`config.mk`:
```
export PLATFORM = sky130hd
export DESIGN_NAME = filt_buf_reader
export DESIGN_NICKNAME = d
export VERILOG_FILES = /design/src/rtl/filt_buf_reader.sv
export SDC_FILE = /design/constraint.sdc
export NUM_CORES = 1
export LEC_CHECK = 0
export CORE_MARGIN = 1
export CORE_UTILIZATION = 50
export CTS_BUF_LIST = sky130_fd_sc_hd__clkbuf_8
export DETAILED_ROUTE_END_ITERATION = 10
export GPL_TIMING_DRIVEN = 0
export PLACE_DENSITY_LB_ADDON = 0.15
export RECOVER_POWER = 100
export SYNTH_ARGS = -nofsm -noshare
export SYNTH_HDL_FRONTEND = slang
export SYNTH_SLANG_ARGS = --single-unit
```
`constraint.sdc`:
```
create_clock -name clk -period 2.79 [get_ports clk]
set_input_delay 0.4185 -clock clk [delete_from_list [all_inputs] [get_ports clk]]
set_output_delay 0.4185 -clock clk [all_outputs]
set_load 0.03 [all_outputs]
```
`src/rtl/filt_buf_reader.sv`:
```
// Window reader for the filtered-sample RAM: issues reads, absorbs the one-cycle
// RAM latency and streams samples out through a small credit-controlled FIFO.
module filt_buf_reader #(
    parameter int N  = 256,
    parameter int AW = 8,
    parameter int DW = 32,
    parameter int FD = 4
) (
    input  logic          clk,
    input  logic          rst,
    input  logic          start,
    input  logic [AW-1:0] base_addr,
    input  logic [AW:0]   count,
    output logic          busy,
    output logic          done,
    output logic [AW-1:0] ram_addr,
    input  logic [DW-1:0] ram_dout,
    output logic          m_valid,
    input  logic          m_ready,
    output logic [DW-1:0] m_data,
    output logic          m_last,
    output logic [AW-1:0] m_index
);

    localparam int PW = (FD > 1) ? $clog2(FD) : 1;
    localparam int CW = $clog2(FD + 1);

    typedef enum logic [1:0] {IDLE, RUN, DONE} state_t;

    state_t        state, state_nxt;
    logic [AW:0]   len;
    logic [AW-1:0] last_idx;
    logic [AW:0]   issued;
    logic          issue_en;
    logic          vld_p0;
    logic [AW-1:0] idx_p0;
    logic [DW-1:0] fifo_dat [FD];
    logic [AW-1:0] fifo_idx [FD];
    logic [PW-1:0] wr_ptr, rd_ptr;
    logic [CW-1:0] fifo_cnt;
    logic          push, pop, fin;

    // A read is only issued when the FIFO is guaranteed a free slot for it,
    // counting the read still travelling through the RAM.
    assign issue_en = (state == RUN) && (issued < len) &&
                      ((int'(fifo_cnt) + int'(vld_p0) + 1) <= FD);
    assign push     = vld_p0;
    assign pop      = m_valid && m_ready;
    assign fin      = pop && m_last;

    assign m_valid  = (fifo_cnt != '0);
    assign m_data   = m_valid ? fifo_dat[rd_ptr] : '0;
    assign m_index  = m_valid ? fifo_idx[rd_ptr] : '0;
    assign m_last   = m_valid && (fifo_idx[rd_ptr] == last_idx);

    always_ff @(posedge clk or posedge rst) begin
        if (rst) state <= IDLE;
        else     state <= state_nxt;
    end

    always_comb begin
        state_nxt = state;
        case (state)
            IDLE:    if (start) state_nxt = RUN;
            RUN:     if (fin)   state_nxt = DONE;
            DONE:    state_nxt = IDLE;
            default: state_nxt = IDLE;
        endcase
    end

    always_comb begin
        busy = 1'b0;
        done = 1'b0;
        case (state)
            RUN:     busy = 1'b1;
            DONE:    begin busy = 1'b1; done = 1'b1; end
            default: ;
        endcase
    end

    // Stage p0: address accepted by the RAM; data appears on ram_dout next cycle.
    always_ff @(posedge clk or posedge rst) begin
        if (rst) begin
            ram_addr <= '0;
            len      <= '0;
            last_idx <= '0;
            issued   <= '0;
            vld_p0   <= 1'b0;
        end else begin
            vld_p0 <= issue_en;
            if (state == IDLE && start) begin
                ram_addr <= base_addr;
                issued   <= '0;
                if (count == '0) begin
                    len      <= (AW+1)'(N);
                    last_idx <= AW'(N - 1);
                end else begin
                    len      <= count;
                    last_idx <= count[AW-1:0] - 1'b1;
                end
            end else if (issue_en) begin
                ram_addr <= ram_addr + 1'b1;
                issued   <= issued + 1'b1;
            end
        end
    end

    always_ff @(posedge clk) begin
        if (issue_en) idx_p0 <= issued[AW-1:0];
    end

    // Stage p1: RAM output captured into the FIFO together with its ordinal.
    always_ff @(posedge clk or posedge rst) begin
        if (rst) begin
            wr_ptr   <= '0;
            rd_ptr   <= '0;
            fifo_cnt <= '0;
        end else begin
            if (push) wr_ptr <= (wr_ptr == PW'(FD - 1)) ? '0 : wr_ptr + 1'b1;
            if (pop)  rd_ptr <= (rd_ptr == PW'(FD - 1)) ? '0 : rd_ptr + 1'b1;
            case ({push, pop})
                2'b10:   fifo_cnt <= fifo_cnt + 1'b1;
                2'b01:   fifo_cnt <= fifo_cnt - 1'b1;
                default: fifo_cnt <= fifo_cnt;
            endcase
        end
    end

    always_ff @(posedge clk) begin
        if (push) begin
            fifo_dat[wr_ptr] <= ram_dout;
            fifo_idx[wr_ptr] <= idx_p0;
        end
    end

endmodule

```
==> metrics, run 1 <==
GRT overflow=0; switching pwr=roughly 4.4 mW; post-synthesis adder-cell area fraction=0.0348; CP Class=flop to output port; Netlist cell types=42; RSZ-0062 raised after global routing=true; Max FO, Critical Path=8; most frequent CP cell=buf_6; Sw Share=0.369; Die W=about 130 um; Post-Layout Cell Count=940; die height=135 um; CTS tree=done; layer with the highest usage=met2; total wire length=between 15000 and 20000 um; Cells after Synth=approximately 530; Synth Area in Compound Gates=0.0426; H-Tree Depth=2; CTS Root Cell=clkbuf_8; # port buffers=about 100; Hold Crit Class=input pin to async pin; P_leak=4.03 nW; top cells by area, synth=edfxtp_1 57%, dfrtp_1 12%, mux4_2 8.9%, and2_1 3.3%, ha_1 3.3%; Boundary Pins=roughly 110; cts hold-fix bufs=0; setup slack after layout=-0.138 ns; Syn Nets=approximately 600; FMAX=between 300 and 400 MHz; first-pass GRT wire length=around 28000 um; top cell type by total area after synthesis=edfxtp_1; final hold vios=0; DP Worst Slack=-0.295 ns; internal power=roughly 7.5 mW; Worst Path Buf+Inv=3; clk sinks=between 200 and 250; cell count after placement=868; CTS clk-pin slew, worst paths=about 0.060 ns; P&R area growth vs syn=23.7%; violated checks=capacitance limit, slew limit, setup timing; simple-gate area share of the yosys netlist=0.0763; Synth Area per Inst=16.5 um2; All-Layer GR Usage=0.204; Final Max Slew Viols=39; die area=around 18000 um2; drt via density=5.43; largest net degree at the start of global routing=39; Num CTS Buffers=36; GR Util met1=0.281; Slew @ Worst Pin=around 1.8 ns; cells along the critical path=buf_6, buf_12, mux4_2, xnor2_2, nand4_1, nor2_2, and2_4, buf_6; Max Cap Viol=1; share of Yosys cell area claimed by the top area cell type=0.571; PD cells=roughly 1100 nW/um2; Worst setup SP type=flop; Clock Tree Buf Depth=3; xor and xnor area share after synthesis=0.0208; clock skew=about 0.012 ns; cells on worst reg2reg path=11; r2r startpoint=push; Clock power frac=0.203; share of cells above drive strength 1=0.179; DRC=0; nets=about 770; Final Setup Violations=17; DR vias=roughly 5100; Rel. slew slack=-0.177; slowest CP cell=mux4_2; flop2flop setup slack=~0.16 ns; delay-heaviest family, CP=multiplexers; sequential element share of the synthesized area=0.696; Placer Congestion=around 0.84; FP Rows=48; initial antenna violation count=0; Core Area=17300 um2; Starting Density=0.511; CP endpoint kind=output port; number of global-route vias before repair=roughly 5300; combinational family with the most area after synthesis=multiplexers; period utilization=1.05; DRT antenna net count=0; Max VDD drop=roughly 0.75 mV; detailed placement HPWL=roughly 11000 um; Comb power frac=0.416; DR WL/cell=roughly 19 um; Sequential Area=6150 um2; sequential share of power=0.381; met3 usage in global routing=0.0360; met2 usage=0.328; final critical-path required period=roughly 2.9 ns; RR Endpoint=issued[7]; delay of the slowest critical-path stage=approximately 0.55 ns; Detailed Route Iter0 Violations=203; multi-input logic area=approximately 2500 um2; Fillers=between 1000 and 1500; Clk Latency, worst-skew pair=0.51 ns; status=finished with violations; mapped cell area=roughly 8800 um2; post-synthesis mux area share=0.107; Synth Register Bits=about 210; warnings from Yosys=0; drt first pass iters=4; CP required=2.37 ns; Critical Path AT=around 2.5 ns
[cells in the mapped netlist, drive strengths merged]
cell type and instances:
inv 25, a211o 2, mux2 1, nor4b 1
o31ai 5, nand3 10, mux2i 1, dfrtp 44
a22o 1, xor2 4, nand4 3, mux4 40
nor3 4, and2 47, or3 8, a211oi 2
ha 23, nand2b 4, or4 4, a2111oi 2
buf 8, nand2 24, o21ai 20, edfxtp 168
nor4 1, o2111ai 1, nor2 20, a21oi 14
clkinv 1, a31oi 8, a21o 4, clkbuf 13
a31o 1, a22oi 1, and3 1, xnor2 17
fa 1
[state kept, by name, indices dropped and copies added (netlist names)]
signal,cells
ram_addr,8
wr_ptr,2
idx_p0,8
state,2
fifo_cnt,3
last_idx,8
fifo_idx,32
push,1
issued,9
rd_ptr,2
fifo_dat,128
len,9
[worst reg2reg max path, stage by stage, from the launching register on]
cell and delay, ns:
dfrtp_1 0.45, inv_1 0.11, ha_1 0.20, inv_1 0.08, ha_1 0.23, o21ai_1 0.19, o2111ai_2 0.16, a21o_1 0.26
buf_2 0.21, clkbuf_2 0.23, o31ai_2 0.28, a21oi_1 0.10
[worst max path at each step]
stage               startpoint      to  slack [ns]  depth (start not counted)
floorplan            rd_ptr[0]  m_last        0.55                          7
global placement     rd_ptr[0]  m_last       -0.28                          8
detailed placement   rd_ptr[0]  m_last       -0.29                          8
CTS                  rd_ptr[0]  m_last       -0.23                          8
global route         rd_ptr[0]  m_last       -0.27                          8
finish               rd_ptr[0]  m_last       -0.14                          8
[power groups by stage]
stage          clock network (mW)  registers, mW  logic, mW
6_report                     2.42           4.55       4.96
5_1_grt                      2.62           4.62       5.36
3_3_place_gp                    0           4.57       5.00
4_1_cts                      2.49           4.54       5.00
2_1_floorplan                   0           4.60       3.23
3_5_place_dp                    0           4.60       5.13
[cells by family after synthesis]
family	after synthesis
XOR/XNOR	21
AND/OR/NAND/NOR	127
adder cells (fa/ha/maj)	24
buffers and inverters	47
AO/OA/AOI/OAI	61
multiplexers	42
flip-flops	212
[repair_timing]
| action | CTS | global route |
|---|---|---|
| endpoints found under the setup margin | 42 | 41 |
| setup buffers | 7 | 0 |
| pin swaps | 4 | 5 |
| resized for setup | 102 | 19 |
[stage by stage]
step / power [mW] / hold slack, ns / TNS [ns] / instance area [um2] / util
after floorplan: 7.83 / 0.459 / 0 / 8830 / -
after global placement: 9.56 / 0.465 / -1.61 / 10200 / 0.587
after detailed placement: 9.73 / 0.492 / -1.30 / 10300 / 0.593
after CTS: 12.0 / 0.0997 / -1.95 / 10900 / 0.632
after global routing: 12.6 / 0.296 / -2.90 / 10900 / 0.632
final: 11.9 / 0.269 / -0.429 / 10900 / 0.632
[per-layer routing]
metal / share of wire / routed length (um)
met5: 0 / 0
met4: 0.022 / 388
met3: 0.057 / 1010
met2: 0.48 / 8520
met1: 0.44 / 7720
[cell usage in the layout (no fill, tap or decap), types with 4 or more instances in the layout]
cell type,netlist,routed
a21o_1,4,4
a31oi_1,8,8
xor2_1,4,4
or4_1,4,4
dlygate4sd2_1,0,29
nor3_1,4,4
dlygate4sd3_1,0,33
clkinvlp_4,0,4
nand2b_1,4,4
clkbuf_1,13,7
nor2_1,20,19
dfrtp_1,44,43
and2_0,0,4
o21ai_0,20,19
edfxtp_1,168,168
ha_1,23,23
inv_1,25,35
and2_1,47,42
xnor2_1,17,14
buf_4,1,9
clkinv_1,1,11
clkbuf_8,0,38
buf_12,0,6
nand2_1,24,24
clkdlybuf4s50_1,0,29
a21oi_1,14,14
mux4_2,35,38
buf_2,5,13
nand3_1,10,10
or3_1,8,8
[area by class of cell]
class | instances | share of cell area
Antenna cell | 1 | 0.000229
Tap cell | 225 | 0.0258
Sequential cell | 212 | 0.562
Timing Repair Buffer | 116 | 0.102
Clock inverter | 26 | 0.0102
Clock buffer | 38 | 0.0478
Buffer | 21 | 0.0129
Inverter | 26 | 0.00927
Multi-Input combinational cell | 275 | 0.230
No activity file was read; power rests on OpenSTA's default activity.
==> run 2, diff against run 1 <==
--- a/config.mk
+++ b/config.mk
@@ -6,7 +6,7 @@
 export NUM_CORES = 1
 export LEC_CHECK = 0
 export CORE_MARGIN = 1
-export CORE_UTILIZATION = 50
+export CORE_UTILIZATION = 30
 export CTS_BUF_LIST = sky130_fd_sc_hd__clkbuf_8
 export DETAILED_ROUTE_END_ITERATION = 10
 export GPL_TIMING_DRIVEN = 0
==> run 2 against run 1 <==
Highest routed layer unchanged. Worst hold slack improved by 0.073 ns. Flip-flop and latch count did not move. The run still ends with capacitance limit, slew limit, setup timing left. Die area rose by 66%. Clock power rose by 10%. Cell count rose by 19%. Largest cell class unchanged. Fmax fell by 0.65%.
==> metrics, run 2 (synthesis results as in run 1) <==
status=finished with violations; violated checks=capacitance limit, slew limit, setup timing; final critical-path required period=between 2 and 3 ns; DR WL/cell=18.0 um; Slew @ Worst Pin=between 1.5 and 2 ns; Tot Pwr=12.6 mW; Worst Setup SP=rd_ptr[0]; Final Setup Violations=3; CTS tree=done; clk sinks=approximately 210; H-Tree Depth=2; slowest CP cell=mux4_2; P&R area growth vs syn=27.5%; Core Area=slightly below 30000 um2; first-pass GRT wire length=31400 um; Largest regs=fifo_dat: 128 flops, fifo_idx: 32 flops; DRT antenna net count=0; commonest non-fill, non-tap cell in the layout=edfxtp_1; flop2flop setup slack=-0.01 ns; Detailed Route Iter0 Violations=257; Boundary Pins=about 110; delay of the slowest critical-path stage=0.57 ns; Max FO, Critical Path=8; number of flip-flops under the largest register name=~130; fin util=0.390; cells on worst reg2reg path=11; GRT overflow=0; clock skew=roughly 0.026 ns; final hold vios=0; Hold Crit Class=input pin to async pin; Final Max Slew Viols=96; # port buffers=roughly 100; P_leak=about 4.2 nW; setup slack after layout=-0.157 ns; All-Layer GR Usage=0.135; most frequent CP cell=buf_6; Placer Congestion=0.763; Num CTS Buffers=39; DR vias=about 5100; Worst setup SP type=flop; PD cells=~1100 nW/um2; RR Endpoint=ram_addr[0]; Die W=between 150 and 200 um; number of global-route vias before repair=around 5500; FMAX=roughly 340 MHz; Rel. slew slack=-0.106; largest reg by FF count=fifo_dat; Max Cap Viol=4; drt first pass iters=4; Ant. Diodes=0; DRC=0; total wire length=20100 um; RSZ-0062 raised after global routing=true; Max VDD drop=between 0.3 and 0.4 mV; nets=~780; crit path capture=m_last; drt via density=approximately 4.6; largest net degree at the start of global routing=35; Clk Latency, worst-skew pair=~0.53 ns; most frequent cells in the layout=168 x edfxtp_1, 44 x dlygate4sd3_1, 43 x clkbuf_8, 43 x dfrtp_1, 41 x inv_1; CTS Root Cell=clkbuf_8; CP endpoint kind=output port; Critical Path AT=approximately 2.5 ns; detailed placement HPWL=13200 um; Starting Density=0.306; die height=around 170 um; initial antenna violation count=0; r2r startpoint=push; share of cells above drive strength 1=0.236; cells along the critical path=buf_6, buf_12, mux4_2, xnor2_2, nand4_1, nor2_1, and2_4, buf_6; Clock Tree Buf Depth=3; CTS clk-pin slew, worst paths=around 0.060 ns; die area=30100 um2; period utilization=1.06; CP required=roughly 2.4 ns; CP Class=flop to output port; FP Rows=62
-- run 2: cell types whose count changed in the layout (fill, tap and decap cells not counted), moves of 5 or more --
cell	previous run	this run
and2_4	1	12
inv_1	35	41
clkbuf_8	38	43
and2_1	42	28
dlygate4sd3_1	33	44
buf_4	9	17
clkinv_1	11	4
clkdlybuf4s50_1	29	19
buf_6	2	16
dlygate4sd2_1	29	6
buf_2	13	21
-- run 2: metrics by stage --
stage          cell area [um2]  instances  hold WS, ns  TNS [ns]  setup WS [ns]
2_1_floorplan             8830        534        0.459         0          0.554
3_3_place_gp             10400       1022        0.466    -19.19         -0.371
3_5_place_dp             10500       1027        0.488     -4.65         -0.353
4_1_cts                  11200       1106        0.132    -0.373         -0.256
5_1_grt                  11300       1114        0.375    -10.32         -0.290
6_report                 11300       1114        0.342    -0.211         -0.157
-- run 2: routing by layer --
layer,vias up,GRT usage,part of all wire
li1,2371,-,-
met2,131,0.224,0.48
met3,36,0.0296,0.048
met5,-,0,0
met1,2569,0.177,0.45
met4,0,0.0420,0.020
-- run 2: final cells by class --
cell class	count	area (um2)
plain buffers	21	175
inverters	26	98.8
flip-flops and latches	212	6150
repair buffers	126	1130
clock inverters	28	133
well taps	384	480
fillers	2769	17600
clock buffers	42	578
multi-input cells	275	2520
-- run 2: power breakdown --
part | switching, mW | total [mW] | leakage (nW) | internal [mW]
clock | 1.27 | 2.67 | 0.425 | 1.40
sequential | 0.344 | 4.54 | 2.07 | 4.20
combinational | 3.06 | 5.37 | 1.68 | 2.31
total | 4.67 | 12.6 | 4.17 | 7.91
-- run 2: critical path, delay by kind of cell, from the launching register on --
family        cells  cell delay, ns
mux               1            0.57
xor+xnor          1            0.20
buf+inv           3            0.39
flops             1            0.36
simple gates      3            0.48
-- run 2: what timing repair did --
action / in CTS / in global routing
pin swaps: 4 / 3
hold endpoints to repair: 0 / 0
gates resized for setup: 170 / 82
hold buffers: 0 / 0
endpoints found under the setup margin: 42 / 42
cloned: 0 / 1
buffers inserted: 9 / 7
-- run 2: worst min-delay path by stage --
stage	depth (start not counted)	from	end	slack, ns
floorplan	0	idx_p0[0]	fifo_idx[0][0]	0.46
global placement	0	idx_p0[4]	fifo_idx[1][4]	0.47
detailed placement	0	idx_p0[6]	fifo_idx[0][6]	0.49
CTS	2	rst	rd_ptr[1]	0.13
global route	2	rst	rd_ptr[1]	0.38
finish	2	rst	rd_ptr[1]	0.34
==> run 3, diff against run 2 <==
==> constraint.sdc (replaced) <==
create_clock -name clk -period 2.45 [get_ports clk]
set_input_delay 0.3675 -clock clk [delete_from_list [all_inputs] [get_ports clk]]
set_output_delay 0.3675 -clock clk [all_outputs]
set_load 0.03 [all_outputs]
==> run 3 against run 2 <==
The flow finishes with violations (setup timing). Count of clock-buffer cells in the layout unchanged. Global-route usage grew 0.24 points. Highest routed layer unchanged. Clock power rose by 14%. First-iteration DRC count is 40% higher. Combinational power grew 36%. Worst setup slack got worse by 0.29 ns. Register-to-register slack got worse by 0.08 ns. Wire length up 2.5%.
==> metrics, run 3 (synthesis results as in run 1) <==
cell count after placement=just over 1000; largest reg by FF count=fifo_dat; number of flip-flops under the largest register name=128; violated checks=setup timing; CP required=about 2.1 ns; # port buffers=~100; Max FO, Critical Path=6; fin util=0.408; DP Worst Slack=-0.642 ns; Hold Crit Class=input pin to async pin; total wire length=20600 um; final hold slack=just under 0.3 ns; Clk Latency, worst-skew pair=about 0.53 ns; detailed placement HPWL=~13000 um; first-pass GRT wire length=approximately 32000 um; die height=between 150 and 200 um; Ant. Diodes=0; Placer Congestion=0.763; most frequent cells in the layout=168 x edfxtp_1, 51 x buf_6, 43 x clkbuf_8, 42 x dlygate4sd3_1, 41 x dfrtp_1; CP Class=flop to output port; P_leak=approximately 4.4 nW; Num CTS Buffers=39; drt via density=approximately 4.6; number of global-route vias before repair=around 5600; commonest non-fill, non-tap cell in the layout=edfxtp_1; CP endpoint kind=output port; Final Setup Violations=between 40 and 50; Tot Pwr=between 15 and 20 mW; Rel. slew slack=0.224; DRC=0; Cell Area, Placed=roughly 10000 um2; largest net degree at the start of global routing=35; final hold vios=0; Final Instance Area=11800 um2; GRT overflow=0; final critical-path required period=between 2 and 3 ns; Clock Tree Buf Depth=3; CTS clk-pin slew, worst paths=0.06 ns; H-Tree Depth=2; Worst setup SP type=flop; CTS Root Cell=clkbuf_8; DR WL/cell=around 18 um; Core Area=a little under 30000 um2; Max VDD drop=0.415 mV; Max Cap Viol=0; Starting Density=0.306; Largest regs=fifo_dat: 128 flops, fifo_idx: 32 flops; period utilization=1.18; clock skew=between 0.02 and 0.03 ns; nets=792; r2r startpoint=fifo_cnt[0]; Detailed Route Iter0 Violations=361; drt first pass iters=4; setup slack after layout=-0.449 ns; share of cells above drive strength 1=0.328; Final Max Slew Viols=0; P&R area growth vs syn=33.1%; PD cells=around 1300 nW/um2; Die W=between 150 and 200 um; FMAX=~340 MHz; CTS tree=done; Slew @ Worst Pin=between 1 and 1.5 ns; Post-Layout Cell Count=~1100; Final TNS setup=-6.44 ns; DRT antenna net count=0; status=finished with violations; FP Rows=62; die area=~30000 um2; All-Layer GR Usage=0.138; Worst Setup SP=rd_ptr[0]; Boundary Pins=105; initial antenna violation count=0; DR vias=slightly above 5000; clk sinks=212; RSZ-0062 raised after global routing=true; Critical Path AT=roughly 2.5 ns
run 3: cell types whose count changed in the layout (fill, tap and decap cells not counted), sizes merged:
| cell | change |
|---|---|
| dlymetal6s2s | -1 |
| clkdlybuf4s15 | +1 |
| clkinvlp | -1 |
| inv | +1 |
| buf | +23 |
| clkbuf | -2 |
| dlygate4sd3 | -2 |
| dlygate4sd2 | -6 |
| clkdlybuf4s50 | +1 |
run 3: path summary, 6_finish.rpt:
path | slack [ns] | to | depth (start not counted)
setup / recovery | -0.45 | m_last | 9
hold / removal | 0.29 | rd_ptr[1] | 2
hold reg to reg | 0.47 | fifo_idx[1][6] | 0
setup reg to reg | -0.09 | ram_addr[5] | 12
min in group clk | 0.41 | ram_addr[0] | 3
max in group asynchronous | 0.87 | issued[5] | 3
run 3: timing repair:
| item | 4_1_cts | 5_1_grt |
|---|---|---|
| resized for setup | 339 | 78 |
| setup buffers | 24 | 6 |
| setup endpoints to repair | 67 | 53 |
| pin swaps | 13 | 10 |
| cloned | 3 | 0 |
| hold buffers | 0 | 0 |
run 3: critical path, cell delays in order, from the launching register on:
cell and delay [ns]:
dfrtp_1 0.36, buf_6 0.14, buf_4 0.12, buf_4 0.10, mux4_2 0.55, xnor2_1 0.17, nand4_1 0.13, nor2_1 0.16
and2_4 0.17, buf_6 0.12
run 3: power by group:
group	switching, mW	total [mW]	leakage (nW)	internal [mW]
logic	3.74	7.33	1.88	3.58
registers	0.397	5.17	2.06	4.78
clock network	1.45	3.04	0.425	1.59
run 3: final cells by class:
| type | count | area [um2] |
|---|---|---|
| Sequential cell | 212 | 6150 |
| Timing Repair Buffer | 140 | 1440 |
| Tap cell | 384 | 480 |
| Buffer | 21 | 201 |
| Clock buffer | 42 | 578 |
| Fill cell | 2711 | 17100 |
| Clock inverter | 28 | 133 |
| Multi-Input combinational cell | 275 | 2670 |
| Inverter | 26 | 103 |
run 3: layer usage:
| layer | track usage | vias up | wire length (um) |
|---|---|---|---|
| met3 | 0.0296 | 22 | 836 |
| li1 | - | 2399 | - |
| met1 | 0.181 | 2595 | 9270 |
| met4 | 0.0420 | 0 | 277 |
| met2 | 0.228 | 124 | 10200 |
| met5 | 0 | - | 0 |
